**config.mk**
```make
export PLATFORM = sky130hd
export DESIGN_NAME = piso_serializer
export DESIGN_NICKNAME = d
export VERILOG_FILES = /design/src/rtl/piso_serializer.sv
export SDC_FILE = /design/constraint.sdc
export NUM_CORES = 1
export LEC_CHECK = 0
export ABC_AREA = 1
export CAP_MARGIN = 20
export CELL_PAD_IN_SITES_DETAIL_PLACEMENT = 1
export CELL_PAD_IN_SITES_GLOBAL_PLACEMENT = 2
export CORE_MARGIN = 10
export CORE_UTILIZATION = 28
export DETAILED_ROUTE_END_ITERATION = 12
export PLACE_DENSITY_LB_ADDON = 0.1
export SYNTH_ARGS = -nofsm -noshare
export SYNTH_HDL_FRONTEND = slang
export SYNTH_SLANG_ARGS = --single-unit
export TNS_END_PERCENT = 10
```
**constraint.sdc**
```tcl
create_clock -name clk -period 2 [get_ports clk]
set_clock_uncertainty 0.2 [all_clocks]
set_input_delay 0.4 -clock clk [delete_from_list [all_inputs] [get_ports clk]]
set_output_delay 0.4 -clock clk [all_outputs]
set_load 0.05 [all_outputs]
```
**src/rtl/piso_serializer.sv**
```systemverilog
// Parallel-in / serial-out shift register with a ready/load handshake.
// Emits one bit per clock with valid and first/last frame markers.
module piso_serializer #(
    parameter int WIDTH     = 4,
    parameter bit LSB_FIRST = 1'b1
) (
    input  logic             clk,
    input  logic             rst,
    input  logic [WIDTH-1:0] din,
    input  logic             load,
    output logic             ready,
    output logic             out,
    output logic             out_valid,
    output logic             first,
    output logic             last
);

    localparam int             CW       = $clog2(WIDTH);
    localparam logic [CW-1:0]  CNT_LAST = CW'(WIDTH - 1);

    typedef enum logic {
        IDLE,
        SHIFT
    } state_t;

    state_t           state, state_d;
    logic [WIDTH-1:0] shreg, shreg_d;
    logic [CW-1:0]    cnt, cnt_d;

    // NOTE: sequential state uses non-blocking (<=) so every register samples
    // pre-edge values; the combinational block below uses blocking (=).
    always_ff @(posedge clk or negedge rst) begin
        if (!rst) begin
            state <= IDLE;
            shreg <= '0;
            cnt   <= '0;
        end else begin
            state <= state_d;
            shreg <= shreg_d;
            cnt   <= cnt_d;
        end
    end

    // NOTE: every signal written here is given a default first, so no path
    // through the case can leave one unassigned and infer a latch.
    always_comb begin
        state_d   = state;
        shreg_d   = shreg;
        cnt_d     = cnt;
        out       = 1'b0;
        out_valid = 1'b0;
        first     = 1'b0;
        last      = 1'b0;
        ready     = 1'b0;

        case (state)
            IDLE: begin
                ready = 1'b1;
            end
            SHIFT: begin
                out_valid = 1'b1;
                out       = LSB_FIRST ? shreg[0] : shreg[WIDTH-1];
                first     = (cnt == '0);
                last      = (cnt == CNT_LAST);
                ready     = last;
                if (!last) begin
                    shreg_d = LSB_FIRST ? (shreg >> 1) : (shreg << 1);
                    cnt_d   = cnt + 1'b1;
                end else if (!load) begin
                    state_d = IDLE;
                end
            end
        endcase

        // Accept from IDLE, or back-to-back reload on the last bit.
        if (ready && load) begin
            shreg_d = din;
            cnt_d   = '0;
            state_d = SHIFT;
        end
    end

endmodule

```
==> impl_metrics.ini, run 1 <==
[grt]
grt_pass1_vias = 456
grt_overflow = 0
antenna_found_initial = 0
grt_max_degree = 10
grt_pass1_wl_mm = 2.19
grtUsageTotal = 0.0813

[cells_and_area]
regArea_um2 = 175
area_growth_pct = 42.2
post-route-util = 0.438
antenna_cells = 0
finalNetCount = 84
multi_input_area_um2 = 249
drive_above_1_share = 0.288
fin_cells = 89
fill_cells = 196

[critical_path]
start_kind = flip-flop
r2r_start = cnt[0]
critPathCaptureType = output port
critPathRequiredTime_ps = 1400
cpLargestDelayFamily = flip-flops
critPathKind = reg2out
worst-r2r-cell-count = 7
worst_path_max_delay_cell = dfrtp_1
max_stage_delay_ps = 410
crit_fanout = 4
timing.reg2reg.setup_slack_ps = 540
arrival_ps = 1300
worst-path-buf-inv = 2
path_cells = ha_1 > nand2_1 > inv_1 > buf_12
r2r-end = shreg[2]

[clock_tree]
holdBufCountCts = 0
clk_latency_ps = 260
cts-buffers-inserted = 3
cts.clk_slew.worst_paths_ps = 60
cts-resized-gates = 0
clockRootBuffer = clkbuf_4
post-cts-setup-buffers = 0
clock-sinks = 7
cts_htree_levels = 1
cts_tree = built
clk_path_buf_depth = 2

[placed_design]
dp_cells = 85
port_buffers = 11
hpwlAfterDp_um = 985
place_congestion = 0.655

[sta]
hold_viol = 0
worst_pin_slew_ps = 370
timing.final.crit_share = 0.950
setup_tns_ps = 0
finalSetupViolCount = 0
rsz0062_at_grt = no
min_period_ps = 1900
fmax_mhz = 526
max_slew_margin = 0.753
drv_slew = 0

[hold_path]
worstHoldPathType = in2async

[routing]
wl_mm = 1.25
avgViaCountPerCell = 4.42
drt_first_pass_iters = 4
wl_per_cell_um = 14.1
postRouteAntennaNets = 0
first_iter_violations = 7
vias = 393
drc_errors = 0

[yosys]
synth_fp_nets = 68
ys.flop_type = dfrtp_1
yosys_warnings = 0
avgSynthCellArea_um2 = 8.28
ys_ff_latch = 7
synth_edf_count = 0
yosysMostFrequentCell = nand2_1
syn_area_um2 = 480
yosysSeqAreaShare = 0.365
ys_types = 16
async_flop_share = 1.00
synth_cells = 58
synth.area.top_cells = dfrtp_1 36%, nand2_1 11%, nand3_1 10%
synthTopCellsByCount = 14 x nand2_1, 10 x nand3_1, 9 x inv_1, 7 x dfrtp_1
synth_top_cell_by_area = dfrtp_1
yosys.area.top_type_share = 0.365

[power]
power_mw = 1.29
peakVddDrop_v = 0.000798
p_per_area_mw_per_mm2 = 1890
p_leak_nw = 0.364

[status]
outcome = completed

[die]
core_area_mm2 = 0.00156
fp.dieW_um = 61.4
num_rows = 14
die_area_mm2 = 0.00377
start_util = 0.308
die_y_um = 61.4
io_pins = 12

[run]
maxCapViolCount = 0
-- state kept, by name, summed over array words and instances (netlist names) --
signal and count:
shreg 4, state 1, cnt 2
-- report_power, final --
| group | switching (mW) | total, mW | internal, mW | leakage (nW) |
|---|---|---|---|---|
| Combinational | 0.506 | 0.878 | 0.372 | 0.264 |
| Sequential | 0.0658 | 0.271 | 0.205 | 0.0850 |
| Clock | 0.0630 | 0.140 | 0.0769 | 0.0150 |
| Total | 0.635 | 1.29 | 0.654 | 0.364 |
-- layout by cell type (no fill, tap or decap), drive strengths merged --
cell           instances
nand3                 10
ha                     3
o21ai                  1
dfrtp                  7
nor2                   3
a21oi                  1
or2                    1
clkbuf                 4
nand2                 19
inv                   12
buf                    6
clkdlybuf4s50          6
-- worst register-to-register path, cell delays in order, from the launching register on --
cell and delay (ps):
dfrtp_1 420, ha_1 210, inv_1 140, nand2_8 100, nand2_8 110, nand2_1 70, nand2_1 60, nand2_1 50
-- through the flow --
stage / hold slack (ps) / instance area, um2 / setup slack, ps
6_report: 201 / 683 / 99.6
5_1_grt: 220 / 683 / 13.5
4_1_cts: 212 / 683 / 75.1
3_5_place_dp: 292 / 657 / 368
3_3_place_gp: 287 / 657 / 360
2_1_floorplan: -95.6 / 480 / 191
-- cell families (layout without fill, tap and decap cells) --
logic type                 count (synthesis)  count (layout)  synth area share
adders and majority gates                  3               3            0.0781
and+or+nand+nor                           33              33             0.404
AOI/OAI and AO/OA                          2               2            0.0365
DFF                                        7               7             0.365
buffers and inverters                     13              28             0.117
-- worst max-delay path by stage --
stage / startpoint / end / slack [ps] / depth (start not counted)
final: cnt[1] / last / 100 / 4
after global routing: cnt[1] / last / 10 / 4
after CTS: cnt[1] / last / 80 / 4
after detailed placement: load / shreg[1] / 370 / 5
after global placement: load / shreg[0] / 360 / 4
after floorplan: state / last / 190 / 3
-- area by class of cell --
| type | instances | share of cell area |
|---|---|---|
| clock buffer | 4 | 0.0385 |
| inverter | 12 | 0.0659 |
| multi-input combinational | 38 | 0.364 |
| sequential | 7 | 0.256 |
| tap | 16 | 0.0293 |
| timing repair buffer | 12 | 0.245 |
-- per-layer routing --
layer | share of wire | up-vias | track usage
li1 | - | 205 | -
met1 | 0.42 | 174 | 0.0822
met2 | 0.46 | 11 | 0.129
met3 | 0.11 | 3 | 0.0597
met4 | 0.014 | 0 | 0.0287
met5 | 0 | - | 0
(Power assumes the default switching activity.)
==> inputs of run 2 (changes only) <==
--- a/config.mk
+++ b/config.mk
@@ -12,7 +12,7 @@
 export CORE_MARGIN = 10
 export CORE_UTILIZATION = 28
 export DETAILED_ROUTE_END_ITERATION = 12
-export PLACE_DENSITY_LB_ADDON = 0.1
+export PLACE_DENSITY = 0.8
 export SYNTH_ARGS = -nofsm -noshare
 export SYNTH_HDL_FRONTEND = slang
 export SYNTH_SLANG_ARGS = --single-unit
==> run 2 against run 1 <==
Net effect: setup slack worse by 6.0 ps; wire length is 10% lower; sequential cell count stayed put; critical endpoint is now ready; first-iteration DRC count is 100% lower; critical path type unchanged.
==> impl_metrics.ini, run 2 (same netlist as run 1, synthesis figures left out) <==
[critical_path]
timing.reg2reg.setup_slack_ps = 580
r2r_start = cnt[0]
max_stage_delay_ps = 420
crit_fanout = 5
cp-endpoint = ready
critPathRequiredTime_ps = 1400
r2r-end = shreg[0]
critPathKind = reg2out
worst_path_max_delay_cell = dfrtp_1
startpoint = cnt[0]
path_cells = ha_1 > inv_1 > nand2_8 > buf_4
critPathCaptureType = output port
start_kind = flip-flop
worst-r2r-cell-count = 7
arrival_ps = 1310

[clock_tree]
cts.clk_slew.worst_paths_ps = 50
cts_htree_levels = 1
clockRootBuffer = clkbuf_4
holdBufCountCts = 0
post-cts-setup-buffers = 0
cts-buffers-inserted = 3
cts_tree = built
clock-sinks = 7
clk_latency_ps = 260
clk_path_buf_depth = 2
cts-resized-gates = 0

[routing]
wl_mm = 1.12
drc_errors = 0
postRouteAntennaNets = 0
drt_first_pass_iters = 1
wl_per_cell_um = 12.6
first_iter_violations = 0
vias = 403
avgViaCountPerCell = 4.53

[power]
peakVddDrop_v = 0.000655
p_int_mw = 0.622
p_per_area_mw_per_mm2 = 1840
switching_share = 0.496
p_clk_frac = 0.109
power_switching_mw = 0.613
comb_power_share = 0.677
seq_power_share = 0.214
p_leak_nw = 0.360

[sta]
min_period_ps = 1910
hold_viol = 0
rsz0062_at_grt = no
setup_tns_ps = 0
finalSetupViolCount = 0
worst_pin_slew_ps = 325
drv_slew = 0
fmax_mhz = 525
timing.final.crit_share = 0.953
worst_slack_ps = 93.6
max_slew_margin = 0.782

[cells_and_area]
post-route-util = 0.430
antenna_cells = 0
final_common_cell = nand2_1
finalNetCount = 84
drive_above_1_share = 0.288
top_regs = shreg (4), cnt (2), state (1)
largest_reg_flops = 4
mostFrequentLayoutCells = 14 x nand2_1, 10 x nand3_1, 9 x inv_1, 7 x dfrtp_1, 6 x clkdlybuf4s50_1
fin_cells = 89
fill_cells = 195
area_growth_pct = 39.6
largest_register = shreg

[placed_design]
place_congestion = 0.699
hpwlAfterDp_um = 929
port_buffers = 11
dp_cells = 85
place_ws_ps = 361

[hold_path]
worstHoldPathType = in2async

[die]
die_area_mm2 = 0.00377
start_util = 0.308
fp.dieW_um = 61.4
io_pins = 12
num_rows = 14
die_y_um = 61.4
core_area_mm2 = 0.00156

[status]
outcome = completed

[grt]
grt-busiest-layer = met2
grt_use_met2 = 0.107
grt_overflow = 0
antenna_found_initial = 0
gr-usage-met1 = 0.0726
grt_pass1_vias = 417
groute.layer.met3.usage = 0.0391
grt_pass1_wl_mm = 1.90
grt_max_degree = 10
grtUsageTotal = 0.0725

[run]
maxCapViolCount = 0
run 2: cell counts in the layout (fill, tap and decap cells not counted):
Identical to the previous run, type by type.
run 2: area by class of cell:
type / instances / area, um2 / area share
tap: 16 / 20.0 / 0.0299
inverter: 12 / 45.0 / 0.0672
multi-input combinational: 38 / 249 / 0.371
timing repair buffer: 12 / 155 / 0.231
sequential: 7 / 175 / 0.261
clock buffer: 4 / 26.3 / 0.0392
run 2: power by group through the flow:
stage	combinational, mW	clock, mW	sequential, mW
2_1_floorplan	0.559	0	0.266
3_3_place_gp	0.843	0	0.262
3_5_place_dp	0.853	0	0.268
4_1_cts	0.854	0.147	0.267
5_1_grt	0.903	0.149	0.278
6_report	0.836	0.135	0.265
run 2: through the flow:
stage	cell area [um2]	power [mW]	hold slack, ps
after floorplan	480	0.825	-95.6
after global placement	644	1.11	290
after detailed placement	644	1.12	292
after CTS	671	1.27	200
after global routing	671	1.33	218
final	671	1.24	200
run 2: how the worst min path moves through the flow:
stage	end	depth (start not counted)
after floorplan	cnt[0]	0
after global routing	shreg[3]	1
final	cnt[0]	1
after CTS	shreg[3]	1
after global placement	shreg[0]	2
after detailed placement	shreg[3]	2
run 2: critical path: cells and delay by family (launching register included):
kind	cells	cell delay (ps)
adder cells (fa/ha/maj)	1	210
buffers and inverters	2	330
flip-flops	1	420
AND/OR/NAND/NOR	1	90
run 2: routing by layer:
metal,part of all wire,up-vias
met3,0.053,5
met5,0,-
met4,0.037,0
li1,-,207
met2,0.47,8
met1,0.43,183
